`config.mk`:
```
export PLATFORM = sky130hd
export DESIGN_NAME = redirect_flush_control
export DESIGN_NICKNAME = d
export VERILOG_FILES = /design/src/rtl/riscv_ctrl_pkg.sv /design/src/rtl/redirect_flush_control_sat_counter.sv /design/src/rtl/redirect_flush_control.sv
export SDC_FILE = /design/constraint.sdc
export NUM_CORES = 1
export LEC_CHECK = 0
export BUFFER_PORTS_ARGS = -buffer_cell sky130_fd_sc_hd__buf_2
export CORE_MARGIN = 8
export CORE_UTILIZATION = 45
export DETAILED_ROUTE_END_ITERATION = 12
export PLACE_DENSITY = 0.73
export RECOVER_POWER = 100
export SLEW_MARGIN = 20
export SYNTH_ARGS = -nofsm -noshare
export SYNTH_HDL_FRONTEND = slang
export SYNTH_HIERARCHICAL = 1
export SYNTH_SLANG_ARGS = --single-unit
```
`constraint.sdc`:
```
create_clock -name clk -period 2.7 [get_ports clk]
set_input_delay 0.135 -clock clk [delete_from_list [all_inputs] [get_ports clk]]
set_output_delay 0.135 -clock clk [all_outputs]
set_load 0.1 [all_outputs]
```
`src/rtl/riscv_ctrl_pkg.sv`:
```
// Shared control-path definitions for the ID-stage redirect/flush logic
// and the pipeline registers it drives.
package riscv_ctrl_pkg;

  localparam int XLEN = 32;

  // Pipeline registers load this (addi x0, x0, 0) when they are flushed.
  localparam logic [XLEN-1:0] NOP_INSTR = 32'h0000_0013;

  // Wide enough for the largest supported KILL_SLOTS value (7).
  localparam int SLOT_W = 3;

  typedef enum logic [1:0] {
    IDLE     = 2'd0,
    REDIRECT = 2'd1,
    FLUSH    = 2'd2
  } rf_state_e;

  function automatic logic is_word_aligned(input logic [XLEN-1:0] addr);
    return (addr[1:0] == 2'b00);
  endfunction

endpackage

```
`src/rtl/redirect_flush_control_sat_counter.sv`:
```
// Saturating up-counter with synchronous clear.
// Intended for reuse as a generic performance/event counter.
module sat_counter #(
  parameter int W = 16
) (
  input  logic         clk,
  input  logic         clr,
  input  logic         inc,
  output logic [W-1:0] count
);

  logic [W-1:0] count_q;
  logic [W-1:0] count_d;

  always_comb begin
    count_d = count_q;
    if (clr) begin
      count_d = '0;
    end else if (inc && (count_q != '1)) begin
      count_d = count_q + W'(1);
    end
  end

  // NOTE: state is updated with non-blocking assignments only, so every flop
  // samples the pre-edge value of every other flop regardless of block order.
  always_ff @(posedge clk) begin
    count_q <= count_d;
  end

  assign count = count_q;

endmodule

```
`src/rtl/redirect_flush_control.sv`:
```
// Kills wrong-path instructions on a taken jump/branch resolved in ID:
// redirects fetch once, then holds IF/ID flushed for KILL_SLOTS more cycles.
module redirect_flush_control
  import riscv_ctrl_pkg::*;
#(
  parameter int KILL_SLOTS = 1,
  parameter int CNT_W      = 16
) (
  input  logic             clk,
  input  logic             rst,
  input  logic             jmp_req_ID,
  input  logic [XLEN-1:0]  jmp_pc_ID,
  input  logic             ena_ifid,
  output logic [XLEN-1:0]  new_PC,
  output logic             ena_new_PC,
  output logic             flush_ifid,
  output logic             flush_idex,
  output logic             misaligned,
  output logic             busy,
  output logic [CNT_W-1:0] redirect_count
);

  localparam logic [SLOT_W-1:0] KILL_INIT = SLOT_W'(KILL_SLOTS);

  rf_state_e         state_q, state_d;
  logic [SLOT_W-1:0] remaining_q, remaining_d;
  logic [XLEN-1:0]   new_pc_q, new_pc_d;
  logic              ena_new_pc_q, ena_new_pc_d;
  logic              flush_ifid_q, flush_ifid_d;
  logic              flush_idex_q, flush_idex_d;
  logic              misaligned_q, misaligned_d;
  logic              busy_q, busy_d;

  logic accept;
  logic redirect_go;

  // A stalled ID (ena_ifid=0) re-presents the same request later, so
  // acceptance simply waits for the enable.
  assign accept      = (state_q == IDLE) && jmp_req_ID && ena_ifid;
  assign redirect_go = accept && is_word_aligned(jmp_pc_ID);

  // NOTE: every variable written here gets a default first, so no path
  // through the case leaves one unassigned and no latch is inferred.
  always_comb begin
    state_d      = state_q;
    remaining_d  = remaining_q;
    new_pc_d     = new_pc_q;
    ena_new_pc_d = 1'b0;
    flush_ifid_d = 1'b0;
    flush_idex_d = 1'b0;
    misaligned_d = 1'b0;

    unique case (state_q)
      IDLE: begin
        if (redirect_go) begin
          state_d      = REDIRECT;
          new_pc_d     = jmp_pc_ID;
          ena_new_pc_d = 1'b1;
          flush_ifid_d = 1'b1;
          flush_idex_d = 1'b1;
        end else if (accept) begin
          misaligned_d = 1'b1;
        end
      end
      REDIRECT: begin
        state_d      = FLUSH;
        remaining_d  = KILL_INIT;
        flush_ifid_d = 1'b1;
      end
      FLUSH: begin
        // Requests and stalls seen here belong to wrong-path instructions.
        if (remaining_q <= SLOT_W'(1)) begin
          state_d     = IDLE;
          remaining_d = '0;
        end else begin
          remaining_d  = remaining_q - SLOT_W'(1);
          flush_ifid_d = 1'b1;
        end
      end
      default: begin
        state_d     = IDLE;
        remaining_d = '0;
      end
    endcase

    busy_d = (state_d != IDLE);
  end

  always_ff @(posedge clk) begin
    if (rst) begin
      state_q      <= IDLE;
      remaining_q  <= '0;
      new_pc_q     <= '0;
      ena_new_pc_q <= 1'b0;
      flush_ifid_q <= 1'b0;
      flush_idex_q <= 1'b0;
      misaligned_q <= 1'b0;
      busy_q       <= 1'b0;
    end else begin
      state_q      <= state_d;
      remaining_q  <= remaining_d;
      new_pc_q     <= new_pc_d;
      ena_new_pc_q <= ena_new_pc_d;
      flush_ifid_q <= flush_ifid_d;
      flush_idex_q <= flush_idex_d;
      misaligned_q <= misaligned_d;
      busy_q       <= busy_d;
    end
  end

  sat_counter #(
    .W (CNT_W)
  ) u_redirect_cnt (
    .clk   (clk),
    .clr   (rst),
    .inc   (redirect_go),
    .count (redirect_count)
  );

  assign new_PC     = new_pc_q;
  assign ena_new_PC = ena_new_pc_q;
  assign flush_ifid = flush_ifid_q;
  assign flush_idex = flush_idex_q;
  assign misaligned = misaligned_q;
  assign busy       = busy_q;

endmodule

```
==> impl_metrics.ini <==
[clock_network]
cts.sink_count = 57
cts_tree = built
cts_buffer_depth = 2
post_cts_buffers = 0
ctsHoldBuffers = 0
numCtsBuffers = 9
cts_max_level = 3
clockRootBuffer = clkbuf_8
clk_latency_ps = 330
ctsResizeCount = 0
cts.reportedPaths.clkPinSlew_ps = 60

[sta]
tightest_slew_ps = 1210
fmax_mhz = 418
final.setup_skew_ps = 5.21
slew_headroom_pct = 19.6
finalSetupTns_ps = 0
min_period_ps = 2390
post-route-period-util_pct = 88.6
setup_violations = 0
rsz0062_at_grt = false
final_hold_viol_count = 0
slew_viol_final = 0

[logic_synthesis]
ys_async_sr_fraction_pct = 0
yosysUniqueCellTypes = 44
synthFlopType = dfxtp_1
synth_nets = 327
synth_edf_count = 0
synth-seq-cells = 57
synth_area_leaders = dfxtp_1, a21oi_2, nand2_1
synthCells = 284
ys_warn_count = 6
yosys.area.top_type = dfxtp_1
ys_seq_area_share_pct = 45.0
syn_avg_cell_area_um2 = 8.93
netlist.area_leader.share_pct = 45.0
syn_area_um2 = 2540

[global_routing]
grt_pass1_vias = 2256
grt_pass1_wl_um = 10400
gr-total-overflow = 0
track_usage_pct = 14.9
antenna_found_initial = 0
grt_max_degree = 32

[place]
place_inst = 432
io_buffers = 88
place_congestion = 0.751
dpl.hpwl_um = 4400

[hold_path]
min_path_cells = 3
min_to = new_PC[23]
hold_class = in2reg
min_from = jmp_pc_ID[23]

[setup_path]
r2r-start = state_q[0]
cp_data_arrival_time_ps = 2610
startpoint_type = register
critPathMaxFanout = 11
startpoint = state_q[0]
reg2reg_slack_ps = 310
reg2reg_depth = 8
rr_endpoint = u_redirect_cnt/count[11]
endpoint_kind = register
worst-setup-path-type = reg2reg
worstPathRequired_ps = 2920

[cells_and_area]
multi_input_area_um2 = 1170
fillers = 560
n_antenna_cell = 0
regArea_um2 = 1140
post_route_cells_drive_above_1_share_pct = 20.3
fin_nets = 414
instances_no_fill = 447
area_growth_syn_to_layout_pct = 19.7

[run_status]
status = finished clean

[floorplan]
die_w_um = 91.1
io_pins = 89
dieHeight_um = 91.1
core_um2 = 5470
start_util_pct = 46.4
dieArea_um2 = 8300
rows = 27

[drt]
drc = 0
drtPass1Iterations = 4
wl_per_cell_um = 13.5
first_iter_violations = 72
wl_um = 6050
ant_nets = 0
num_vias = 2299
via_per_inst = 5.14

[pwr]
p_leak_nw = 1.07
irDropWorstVdd_v = 0.000307
powerDensity_nw_per_um2 = 604

[run]
drv_cap = 0
==> worst max-delay path, cell delays in order (launching register included) <==
cell	delay, ps
dfxtp_1	340
inv_1	90
ha_1	320
nand3_2	100
or3_1	380
clkinv_4	120
nand2_1	210
nor4bb_1	350
mux2_2	370
==> per-layer routing <==
metal,wire length [µm],track usage [%],up-vias
met5,0,0,-
met4,103,7.78,0
met3,382,5.10,10
met2,2700,22.8,71
met1,2860,18.1,1061
li1,-,-,1157
==> cell usage in the layout, fill, tap and decap left out, types with 6 or more instances in the layout <==
master	instances
clkbuf_1	55
o21ai_0	6
nor2_1	13
ha_1	7
nand3_1	8
nor3_1	6
a21oi_1	29
dfxtp_1	57
buf_2	35
or4_1	7
o31ai_1	6
nand2_1	64
a21oi_2	12
inv_1	8
clkbuf_8	11
==> stage by stage <==
| stage | setup WS, ps | instance area (µm²) | hold WS [ps] | total power [mW] | utilization, % |
|---|---|---|---|---|---|
| final | 308 | 3040 | 40.0 | 1.84 | 55.5 |
| after global routing | 76.4 | 3040 | 38.0 | 1.91 | 55.5 |
| after CTS | 271 | 3200 | 24.4 | 1.87 | 58.4 |
| after detailed placement | 303 | 3000 | 380 | 1.08 | 54.8 |
| after global placement | 387 | 3000 | 376 | 1.08 | 54.8 |
| after floorplan | 346 | 2540 | 262 | 1.03 | - |
==> synthesized netlist by cell type (2+ instances only) <==
cell / number
ha_1: 7
nand2_1: 60
a21oi_1: 14
o21ai_0: 6
buf_2: 5
or3_1: 4
nand4_1: 4
o31ai_1: 6
buf_6: 2
o21a_1: 2
and4_1: 3
a21oi_2: 27
nor3b_1: 2
nand2_2: 8
dfxtp_1: 57
nand3_1: 8
buf_4: 2
clkbuf_1: 5
buf_1: 2
or4_1: 7
inv_1: 8
a31oi_1: 2
nor3_1: 6
xnor2_1: 2
nor2b_1: 3
nor2_1: 13
nor4_1: 2
==> power breakdown <==
part	internal, mW	total [mW]	leakage (nW)	switching, mW
Sequential	0.855	0.862	0.461	0.00737
Clock	0.468	0.785	0.102	0.316
Combinational	0.0401	0.188	0.506	0.148
==> flip-flops by register name (all words and copies together) (netlist names) <==
register              count
misaligned                1
flush_ifid                1
state_q                   2
u_redirect_cnt/count     16
busy                      1
flush_idex                1
new_PC                   32
remaining_q               3
==> how the worst max path moves through the flow <==
stage | end | slack [ps] | cells past startpoint
2_1_floorplan | u_redirect_cnt/count[15] | 350 | 4
3_3_place_gp | u_redirect_cnt/count[11] | 390 | 8
3_5_place_dp | u_redirect_cnt/count[11] | 300 | 8
4_1_cts | u_redirect_cnt/count[11] | 270 | 8
5_1_grt | u_redirect_cnt/count[11] | 80 | 8
6_report | u_redirect_cnt/count[11] | 310 | 8
==> area by class of cell <==
type,count,share of cell area [%]
clock buffers,12,5.11
clock inverters,3,1.32
inverters,9,1.28
multi-input cells,201,38.5
flip-flops and latches,57,37.6
well taps,72,2.97
repair buffers,93,13.3
==> cells by family (layout without fill, tap and decap cells) <==
logic type | Yosys count | count (layout) | synth area share, %
xor+xnor | 2 | 2 | 0.690
flops | 57 | 57 | 45.0
mux | 2 | 2 | 0.838
fa+ha+maj | 7 | 7 | 3.45
simple gates | 126 | 126 | 25.4
buf+inv | 26 | 117 | 5.62
compound gates | 64 | 64 | 19.0
(Power assumes the default switching activity.)
